<file path="config.mk">
export PLATFORM = sky130hd
export DESIGN_NAME = prn_seq_ctrl
export DESIGN_NICKNAME = d
export VERILOG_FILES = /design/src/rtl/prn_seq_ctrl.sv
export SDC_FILE = /design/constraint.sdc
export NUM_CORES = 1
export LEC_CHECK = 0
export CAP_MARGIN = 20
export CORE_MARGIN = 1.5
export CORE_UTILIZATION = 60
export CTS_CLUSTER_DIAMETER = 60
export DETAILED_ROUTE_END_ITERATION = 8
export GPL_TIMING_DRIVEN = 0
export PLACE_DENSITY = 0.8
export SYNTH_ARGS = -nofsm -noshare
export SYNTH_HDL_FRONTEND = slang
export SYNTH_SLANG_ARGS = --single-unit
</file>
<file path="constraint.sdc">
create_clock -name clk -period 3.12 [get_ports clk]
set_input_delay 0.78 -clock clk [delete_from_list [all_inputs] [get_ports clk]]
set_output_delay 0.78 -clock clk [all_outputs]
set_load 0.03 [all_outputs]
</file>
<file path="src/rtl/prn_seq_ctrl.sv">
`default_nettype none
// ============================================================================
// Module   : prn_seq_ctrl
// Brief    : Seed collection, serial load and chip stepping for the 115-bit
//            JNAV PRN generator, with per-period epoch and optional reload.
// Revision : 1.0 - initial release
// ============================================================================
module prn_seq_ctrl #(
    parameter int STATE_BITS = 115,
    parameter int SEED_BYTES = 15,
    parameter int CODE_LEN   = 10230,
    parameter int CNT_W      = 14
) (
    input  logic             clk,
    input  logic             rst_n,
    input  logic             start,
    input  logic             abort,
    input  logic             repeat_en,
    input  logic [7:0]       seed_data,
    input  logic             seed_valid,
    output logic             seed_ready,
    input  logic             chip_en,
    output logic             gen_load,
    output logic             gen_data,
    output logic             gen_run,
    output logic [CNT_W-1:0] chip_cnt,
    output logic             epoch,
    output logic             done,
    output logic             busy
);

    localparam int BYTE_W = (SEED_BYTES > 1) ? $clog2(SEED_BYTES) : 1;
    localparam int BIT_W  = $clog2(STATE_BITS);

    localparam logic [BYTE_W-1:0] c_last_byte = BYTE_W'(SEED_BYTES - 1);
    localparam logic [BIT_W-1:0]  c_last_bit  = BIT_W'(STATE_BITS - 1);
    localparam logic [CNT_W-1:0]  c_last_chip = CNT_W'(CODE_LEN - 1);

    typedef enum logic [1:0] {
        S_IDLE    = 2'd0,
        S_COLLECT = 2'd1,
        S_SHIFT   = 2'd2,
        S_RUN     = 2'd3
    } state_t;

    state_t                  r_state;
    logic [STATE_BITS-1:0]   r_seed;
    logic [BYTE_W-1:0]       r_byte_cnt;
    logic [BIT_W-1:0]        r_bit_cnt;

    state_t                  w_state;
    logic [STATE_BITS-1:0]   w_seed;
    logic [STATE_BITS-1:0]   w_seed_shift;
    logic [BYTE_W-1:0]       w_byte_cnt;
    logic [BIT_W-1:0]        w_bit_cnt;
    logic [BIT_W-1:0]        w_rd_idx;
    logic [CNT_W-1:0]        w_chip_cnt;
    logic                    w_load;
    logic                    w_data;
    logic                    w_run;
    logic                    w_epoch;
    logic                    w_done;

    // Bytes shift in from the bottom; the unused top bits of byte 0 fall off
    // the end, leaving byte 0[2:0] in the seed MSBs once all bytes are in.
    assign w_seed_shift = {r_seed[STATE_BITS-9:0], seed_data};
    // Bit presented on the cycle after the one currently on gen_data.
    assign w_rd_idx     = c_last_bit - r_bit_cnt - BIT_W'(1);

    always_comb begin
        w_state    = r_state;
        w_seed     = r_seed;
        w_byte_cnt = r_byte_cnt;
        w_bit_cnt  = r_bit_cnt;
        w_chip_cnt = chip_cnt;
        w_load     = 1'b0;
        w_data     = 1'b0;
        w_run      = 1'b0;
        w_epoch    = 1'b0;
        w_done     = 1'b0;

        if (abort) begin
            w_state    = S_IDLE;
            w_byte_cnt = '0;
            w_bit_cnt  = '0;
            w_chip_cnt = '0;
        end else begin
            case (r_state)
                S_IDLE: begin
                    w_byte_cnt = '0;
                    w_bit_cnt  = '0;
                    if (start) begin
                        w_state = S_COLLECT;
                    end
                end
                S_COLLECT: begin
                    if (seed_valid && seed_ready) begin
                        w_seed     = w_seed_shift;
                        w_byte_cnt = r_byte_cnt + BYTE_W'(1);
                        if (r_byte_cnt == c_last_byte) begin
                            w_state    = S_SHIFT;
                            w_byte_cnt = '0;
                            w_bit_cnt  = '0;
                            w_load     = 1'b1;
                            w_data     = w_seed_shift[STATE_BITS-1];
                        end
                    end
                end
                S_SHIFT: begin
                    if (r_bit_cnt == c_last_bit) begin
                        w_state    = S_RUN;
                        w_chip_cnt = '0;
                    end else begin
                        w_bit_cnt = r_bit_cnt + BIT_W'(1);
                        w_load    = 1'b1;
                        w_data    = r_seed[w_rd_idx];
                    end
                end
                S_RUN: begin
                    if (chip_en) begin
                        w_run = 1'b1;
                        if (chip_cnt == c_last_chip) begin
                            w_chip_cnt = '0;
                            w_epoch    = 1'b1;
                            if (repeat_en) begin
                                // Reload starts in the same cycle as the final chip pulse.
                                w_state   = S_SHIFT;
                                w_bit_cnt = '0;
                                w_load    = 1'b1;
                                w_data    = r_seed[STATE_BITS-1];
                            end else begin
                                w_state = S_IDLE;
                                w_done  = 1'b1;
                            end
                        end else begin
                            w_chip_cnt = chip_cnt + CNT_W'(1);
                        end
                    end
                end
                default: begin
                    w_state = S_IDLE;
                end
            endcase
        end
    end

    always_ff @(posedge clk or negedge rst_n) begin
        if (!rst_n) begin
            r_state    <= S_IDLE;
            r_seed     <= '0;
            r_byte_cnt <= '0;
            r_bit_cnt  <= '0;
            seed_ready <= 1'b0;
            gen_load   <= 1'b0;
            gen_data   <= 1'b0;
            gen_run    <= 1'b0;
            chip_cnt   <= '0;
            epoch      <= 1'b0;
            done       <= 1'b0;
            busy       <= 1'b0;
        end else begin
            r_state    <= w_state;
            r_seed     <= w_seed;
            r_byte_cnt <= w_byte_cnt;
            r_bit_cnt  <= w_bit_cnt;
            seed_ready <= (w_state == S_COLLECT);
            gen_load   <= w_load;
            gen_data   <= w_data;
            gen_run    <= w_run;
            chip_cnt   <= w_chip_cnt;
            epoch      <= w_epoch;
            done       <= w_done;
            busy       <= (w_state != S_IDLE);
        end
    end

endmodule
`default_nettype wire

</file>
==> results.md <==
* Status: complete, but fails checks
* Violated checks: DRC
* Clock latency at the later pin of the worst-skew pair at 0.42 ns
* Vias in the first global route at 4954
* R2R cell count at 8
* VDD IR max at 385 uV
* Hold Crit Class: primary input to asynchronous set/reset pin
* Routability cong. at 0.897
* Finished Cell Area at 8400 sq um
* Worst EP required at 3.41 ns
* Post-synthesis register bit count at 149
* Area Growth Syn to Fin at 17.2%
* Flop pwr share at 45.1%
* Post-CTS setup buffer count at 0
* Synth area leaders: dfrtp_1, mux2_2, mux4_2
* Clock transition at path regs at 0.06 ns
* Num ports at 36
* Top FF cell, synth: dfrtp_1
* Gate power share at 4.7%
* Gr usage total at 25.7%
* Sw frac at 20.2%
* Post-DP HPWL at 10200 microns
* Switch Pwr at 0.921 mW
* Num rows at 39
* PwrDens at 543 nW/um^2
* CP Capture Type: flop
* Antenna cell count at 0
* Number of buffers created by CTS at 17
* Commonest non-fill, non-tap cell in the layout: dfrtp_1
* Placed cell count at 725
* Grt peak-use layer: met2
* Met2 usage at 40.9%
* Area share of the largest cell type after synthesis at 52.0%
* Ys async rst share at 100%
* Initial Utilization at 62.2%
* Cts-stage hold buffer count at 0
* Commonest cells after routing, fill and taps aside: dfrtp_1, mux2_2, clkdlybuf4s50_1
* Worst setup path endpoint: gen_data
* F_max at 0.334 GHz
* Mapped Area at 7170 sq um
* Vias per inst at 6.28
* Post-Syn Instances at 547
* Clk pwr share at 50.2%
* Max-cap viol count at 0
* Die height at 112 microns
* Hold Slack at 0.306 ns
* Die area at 12600 sq um
* Setup Viol. Count Final at 0
* Register area share after synthesis at 52.0%
* CP Class: flop to flop
* RR Endpoint: gen_data
* Clock Sinks at 149
* Core Area at 11500 sq um
* H-Tree Depth at 4
* Post-synth EDFFs at 0
* CTS tree: done
* Port bufs at 34
* Starting DRC count in detailed routing at 334
* Distinct cell type count of the synthesized netlist at 55
* Relative slew slack at 35.0%
* DRC Markers at 5
* Share of cells above drive strength 1 at 32.0%
* Crit Path Max Fanout at 10
* Final hold vios at 0
* Post-Route WL at 15000 microns
* Max-slew violation count at 0
* Crit Reg-Reg Startpoint: r_bit_cnt[1]
* Ys Warns at 0
* Post-route ant nets at 0
* Final critical-path share of the clock period at 95.9%
* Nets at 624
* Placed Area at 7710 sq um
* Dpl ws at -0.250 ns
* Crit path launch: r_bit_cnt[1]
* Via count at 4743
* Pleak at 3.90 nW
* Clock Tree Root: clkbuf_16
* Antenna violations before repair at 0
* DR pass1 iterations at 8
* Die X at 112 microns
* Post-Syn Nets at 570
* Clk buf depth at 2
* Finished Layout Cells at 755
* Area leader, netlist: dfrtp_1
* FF-to-FF setup slack at 0.13 ns
* Largest net degree at the start of global routing at 99
* CP Data Arrival Time at 3.28 ns
* Wire length per cell at 19.9 microns
* Global-route wire length before repair at 24900 microns
* Tightest Pin Transition at 0.967 ns
* Avg Cell Area, Syn at 13.1 sq um
* Met3 Track Usage GR at 7.34%
* Setup ws final at 0.127 ns
* Setup crit start kind: flop
* Clk_skew at 0.00776 ns
* Met1 Use GR at 33.5%
* Int Pwr at 3.64 mW
* Total power at 4.56 mW
* Min cycle time layout at 2.99 ns
* GR Overflow Total at 0
cell usage after synthesis (4+ instances only):
library cell  instances
buf_2                10
a31oi_1               7
nand3_1              21
dfrtp_1             149
nand2_1              28
o31ai_1               7
clkbuf_1             10
nand2b_1              7
buf_4                 6
ha_1                  8
mux2_2              117
a21oi_1              12
nor2_1               29
o21ai_0              23
nor3_1                8
or3_1                 4
mux2i_1              13
nor2b_1               4
mux4_1                8
inv_1                 7
mux4_2               14
xor2_1                7
power by group through the flow:
stage               Sequential, mW  Combinational [mW]  Clock [mW]
CTS                           2.06               0.216        2.32
detailed placement            2.09               0.215           0
finish                        2.06               0.214        2.29
global route                  2.06               0.238        2.41
global placement              2.09               0.202           0
floorplan                     2.07               0.123           0
per-layer routing:
metal / share of wire, % / vias to the layer above
met1: 43 / 2423
met2: 49 / 158
met4: 1.9 / 0
met5: 0 / -
met3: 5.5 / 27
li1: - / 2135
registers in the layout, summed over array words and instances, names as in the netlist:
| register | flops |
|---|---|
| r_seed | 115 |
| chip_cnt | 14 |
| r_bit_cnt | 7 |
| r_byte_cnt | 4 |
| r_state | 2 |
| busy | 1 |
| done | 1 |
| epoch | 1 |
| gen_data | 1 |
| gen_load | 1 |
| gen_run | 1 |
| seed_ready | 1 |
what timing repair did:
| action | 4_1_cts | 5_1_grt |
|---|---|---|
| pin swaps | 0 | 0 |
| setup endpoints to repair | 1 | 7 |
| resized for setup | 1 | 7 |
critical path: stages, from the launching register on:
cell and delay, ns:
dfrtp_1 0.44, buf_4 0.22, clkinv_2 0.21, ha_1 0.31, xor2_2 0.22, buf_4 0.26
mux4_2 0.54, a2111oi_2 0.48, o32ai_1 0.15
worst min path at each step:
stage / from / endpoint / depth (start not counted)
finish: rst_n / r_seed[9] / 1
global route: rst_n / r_seed[8] / 1
CTS: rst_n / r_seed[9] / 1
detailed placement: r_byte_cnt[3] / r_byte_cnt[3] / 1
global placement: r_byte_cnt[3] / r_byte_cnt[3] / 1
floorplan: r_byte_cnt[3] / r_byte_cnt[3] / 1
layout make-up:
class | instances | area, sq um
flip-flops and latches | 149 | 3730
well taps | 143 | 179
fillers | 725 | 3110
repair buffers | 35 | 369
inverters | 9 | 37.5
clock inverters | 10 | 203
multi-input cells | 360 | 3260
clock buffers | 20 | 457
plain buffers | 29 | 170
per-stage QoR:
step / setup TNS [ns] / util [%]
floorplan: 0 / -
detailed placement: -13.28 / 67.0
finish: 0 / 73.0
global route: -0.00606 / 73.0
CTS: 0 / 72.7
global placement: -657.60 / 66.7
cells by family after synthesis:
logic type | share of synthesized area, %
xor gates and xnor gates | 1.45
and+or+nand+nor | 8.41
buffers and inverters | 2.83
DFF | 52.0
AOI/OAI and AO/OA | 6.01
muxes | 27.9
adders and majority gates | 1.40
(Power assumes the default switching activity.)
